==> src/rtl/serial_pattern_detector.sv <==
`default_nettype none
// ============================================================================
// Module   : serial_pattern_detector
// Brief    : Programmable LEN-bit serial pattern detector with overlap and
//            Mealy/registered match output, plus saturating match counter.
// Revision : 1.0 - initial release
// ============================================================================
module serial_pattern_detector #(
    parameter int             LEN     = 4,
    parameter logic [LEN-1:0] PATTERN = 4'b1011,
    parameter int             OVERLAP = 1,
    parameter int             REG_OUT = 0,
    parameter int             CNT_W   = 8
) (
    input  logic                    clk,
    input  logic                    rst_n,
    input  logic                    clear,
    input  logic                    in_valid,
    input  logic                    in,
    output logic                    out,
    output logic [CNT_W-1:0]        match_cnt,
    output logic [$clog2(LEN)-1:0]  state
);

    localparam int                 c_SW       = $clog2(LEN);
    localparam logic [c_SW-1:0]    c_FILL_MAX = c_SW'(LEN - 1);
    localparam logic [CNT_W-1:0]   c_CNT_MAX  = {CNT_W{1'b1}};

    logic [LEN-2:0]   r_hist;
    logic [c_SW-1:0]  r_fill;
    logic [CNT_W-1:0] r_cnt;

    logic [LEN-2:0]   w_hist_next;
    logic [c_SW-1:0]  w_fill_next;
    logic             w_accept;
    logic             w_match;

    assign w_accept = in_valid && !clear;
    assign w_match  = w_accept && (r_fill == c_FILL_MAX) && ({r_hist, in} == PATTERN);

    generate
        if (LEN > 2) begin : g_hist_shift
            assign w_hist_next = {r_hist[LEN-3:0], in};
        end else begin : g_hist_single
            assign w_hist_next = in;
        end
    endgenerate

    // Non-overlapping mode forgets everything after a hit; history bits
    // become irrelevant because fill gates the next compare.
    always_comb begin
        w_fill_next = r_fill;
        if (w_match && (OVERLAP == 0)) begin
            w_fill_next = '0;
        end else if (r_fill != c_FILL_MAX) begin
            w_fill_next = r_fill + 1'b1;
        end
    end

    always_ff @(posedge clk or negedge rst_n) begin
        if (!rst_n) begin
            r_hist <= '0;
            r_fill <= '0;
            r_cnt  <= '0;
        end else if (clear) begin
            r_hist <= '0;
            r_fill <= '0;
            r_cnt  <= '0;
        end else begin
            if (in_valid) begin
                r_hist <= w_hist_next;
                r_fill <= w_fill_next;
            end
            if (w_match && (r_cnt != c_CNT_MAX)) begin
                r_cnt <= r_cnt + 1'b1;
            end
        end
    end

    generate
        if (REG_OUT != 0) begin : g_out_reg
            logic r_out_q;
            always_ff @(posedge clk or negedge rst_n) begin
                if (!rst_n) begin
                    r_out_q <= 1'b0;
                end else if (clear) begin
                    r_out_q <= 1'b0;
                end else begin
                    r_out_q <= w_match;
                end
            end
            assign out = r_out_q;
        end else begin : g_out_comb
            assign out = w_match;
        end
    endgenerate

    assign match_cnt = r_cnt;
    assign state     = r_fill;

endmodule
`default_nettype wire

==> config.mk <==
export PLATFORM = sky130hd
export DESIGN_NAME = serial_pattern_detector
export DESIGN_NICKNAME = d
export VERILOG_FILES = /design/src/rtl/serial_pattern_detector.sv
export SDC_FILE = /design/constraint.sdc
export NUM_CORES = 1
export LEC_CHECK = 0
export CORE_MARGIN = 2
export CORE_UTILIZATION = 50
export CTS_BUF_LIST = sky130_fd_sc_hd__clkbuf_8
export DETAILED_ROUTE_END_ITERATION = 12
export GPL_TIMING_DRIVEN = 0
export PLACE_DENSITY = 0.8
export RECOVER_POWER = 50
export SLEW_MARGIN = 20
export SYNTH_ARGS = -nofsm -noshare
export SYNTH_HDL_FRONTEND = slang
export SYNTH_SLANG_ARGS = --single-unit
==> constraint.sdc <==
create_clock -name clk -period 3.75 [get_ports clk]
set_clock_uncertainty 0.15 [all_clocks]
set_input_delay 1.125 -clock clk [delete_from_list [all_inputs] [get_ports clk]]
set_output_delay 1.125 -clock clk [all_outputs]
set_load 0.01 [all_outputs]
==> results.yml <==
die:
  fp.dieW_um: 40.9
  start_util_pct: 53.1
  dieArea_sq_um: 1680
  placeableCoreArea_sq_um: 1280
  die_height_um: 40.9
  rows: 13
  pin_count: 16
timing:
  timing.slew.headroom_pct: 61.6
  hold_viol: 0
  setup-violations-final: 0
  min_period_ns: 3.62
  finalSetupTns_ns: 0
  period_share_pct: 96.6
  hold_slack_ns: 0.382
  max_clock_freq_mhz: 276
  rsz0062_at_grt: "false"
  worst_pin_slew_ns: 0.574
  final_max_slew_viol_count: 0
synthesis:
  syn_inst: 68
  synth-async-reset-ratio_pct: 100
  synth.distinct_cells: 26
  synth_flop_cell: "dfrtp_1"
  synth-edff-count: 0
  yosys_warnings: 0
  ys_top_cells_by_area: "dfrtp_1, mux2i_1, a21oi_1, o41ai_1, ha_1"
  ys_ff_latch: 13
  syn-cell-area_sq_um: 682
  synth_nets: 75
  synth_area_per_cell_sq_um: 10.0
  yosysTopAreaCellShare_pct: 47.7
  synth.largest_area_cell: "dfrtp_1"
  ys_top_cells_by_count: "dfrtp_1, a21oi_1, nor2_1"
  yosysMostFrequentCell: "dfrtp_1"
  yosysSeqAreaShare_pct: 47.7
clock_tree:
  cts_buffers: 3
  cts_root_buf: "clkbuf_8"
  clk_path_buf_depth: 2
  h-tree-depth: 1
  cts_tree: "yes"
  clkTransAtPathRegs_ns: 0.05
  clock-sinks: 13
  insertion_delay_ns: 0.24
route:
  vias: 612
  antenna_left: 0
  drt-initial-drc-count: 14
  drt-pass1-iter-count: 4
  wl_per_cell_um: 14.2
  route.detailed.drc: 0
  wirelength_um: 1480
  viasPerCell: 5.88
cells_and_area:
  layout-drive-gt1-share_pct: 12.4
  num-fill-cells: 106
  diodes: 0
  synthToLayoutAreaGrowth_pct: 33.8
  utilization_pct: 71.0
  fin_nets: 97
global_route:
  grt_pass1_wl_um: 2390
  antenna_found_initial: 0
  grt_max_degree: 14
  grt_pass1_vias: 542
  grt-ovfl-total: 0
  track_usage_pct: 22.3
outcome:
  status: "finished, final reports clean"
worst_setup_path:
  reg2reg_from: "state[0]"
  cp_slowest_cell: "dlygate4sd2_1"
  path_cells: "dlygate4sd2_1, nand3b_1, or2_4, buf_4, inv_1, clkdlybuf4s15_2"
  r2r_end: "match_cnt[5]"
  cp_data_required_time_ns: 2.47
  slowest_delay_ns: 0.29
  cp_max_fo: 10
  arrival_ns: 2.35
  endpoint_kind: "primary output"
  crit_type: "in2out"
  reg2reg_depth: 6
  reg2reg_slack_ns: 1.71
  startpoint_type: "input pin"
placement:
  io_buffer_count: 15
  gp_congestion: 0.720
  dp_hpwl_um: 979
hold_path:
  hp-start: "r_hist[2]"
  min_path_type: "reg2reg"
  min_path_cells: 2
  min_to: "r_hist[2]"
power_and_ir_drop:
  finalPower_uw: 286
  leakage_nw: 0.396
  max-vdd-ir-drop_uv: 274
  powerDensity_nw_per_um2: 314
flow_run:
  drv_cap: 0
==> per-layer routing <==
| metal | track usage [%] | routed length [um] | vias up |
|---|---|---|---|
| met5 | 0 | 0 | - |
| met4 | 10.0 | 12 | 0 |
| met3 | 4.89 | 84 | 2 |
| met2 | 34.8 | 729 | 20 |
| met1 | 29.1 | 651 | 295 |
| li1 | - | - | 295 |
==> worst max-delay path by stage <==
stage	start	endpoint	slack [ns]	depth (start not counted)
after floorplan	clear	out	0.70	4
after global placement	in_valid	out	-0.45	6
after detailed placement	in_valid	out	-0.47	6
after CTS	in	out	0.02	6
after global routing	clear	out	0.05	6
final	clear	out	0.13	6
==> area by class of cell <==
cell class | count | area (sq um) | share of cell area [%]
multi-input cells | 49 | 330 | 36.2
clock inverters | 1 | 3.75 | 0.412
inverters | 4 | 15.0 | 1.65
clock buffers | 3 | 41.3 | 4.53
well taps | 15 | 18.8 | 2.06
plain buffers | 2 | 11.3 | 1.23
flip-flops and latches | 13 | 325 | 35.7
repair buffers | 17 | 166 | 18.2
==> what timing repair did <==
action                     CTS  global route
setup endpoints to repair    1             1
gates resized for setup      5             1
pin swaps                    1             1
hold buffers                 0             0
buffers inserted             1             1
==> power breakdown <==
group / internal [mW] / switching, mW / total, mW
Combinational: 0.0102 / 0.0111 / 0.0212
Clock: 0.0721 / 0.0473 / 0.119
Sequential: 0.143 / 0.00231 / 0.146
Total: 0.225 / 0.0607 / 0.286
==> metrics by stage <==
stage | setup WS, ns | cells | area, sq um
global route | 0.0469 | 104 | 912
finish | 0.127 | 104 | 912
floorplan | 0.701 | 68 | 682
global placement | -0.450 | 98 | 851
CTS | 0.0171 | 103 | 902
detailed placement | -0.472 | 98 | 851
==> cell usage in the layout, fill, tap and decap left out, drive strengths merged, types with 2 or more instances in the layout <==
cell | netlist | final
or2 | 2 | 2
o41ai | 3 | 3
clkbuf | 1 | 4
nand2 | 4 | 4
ha | 2 | 2
clkdlybuf4s50 | 0 | 10
nand3 | 3 | 3
buf | 1 | 3
dfrtp | 13 | 13
nand3b | 2 | 2
nor2 | 6 | 6
o21ai | 2 | 2
or4 | 3 | 3
a21oi | 6 | 6
dlygate4sd2 | 0 | 2
mux2i | 4 | 4
o31ai | 3 | 3
inv | 4 | 5
==> state kept, by name (all words and copies together) (netlist names) <==
signal / count
r_hist: 3
state: 2
match_cnt: 8
==> cells by family (layout without fill, tap and decap cells) <==
group | count (synthesis) | in the layout | share of synthesized area, %
mux | 5 | 5 | 7.52
fa+ha+maj | 2 | 2 | 3.67
simple gates | 27 | 27 | 22.9
buf+inv | 6 | 27 | 3.85
flops | 13 | 13 | 47.7
compound gates | 15 | 15 | 14.3
==> worst max-delay path: cells and delay by family <==
kind | cells | cell delay (ns)
buf+inv | 4 | 0.76
simple gates | 2 | 0.47
Note: power is estimated with default switching activity, not from simulation.
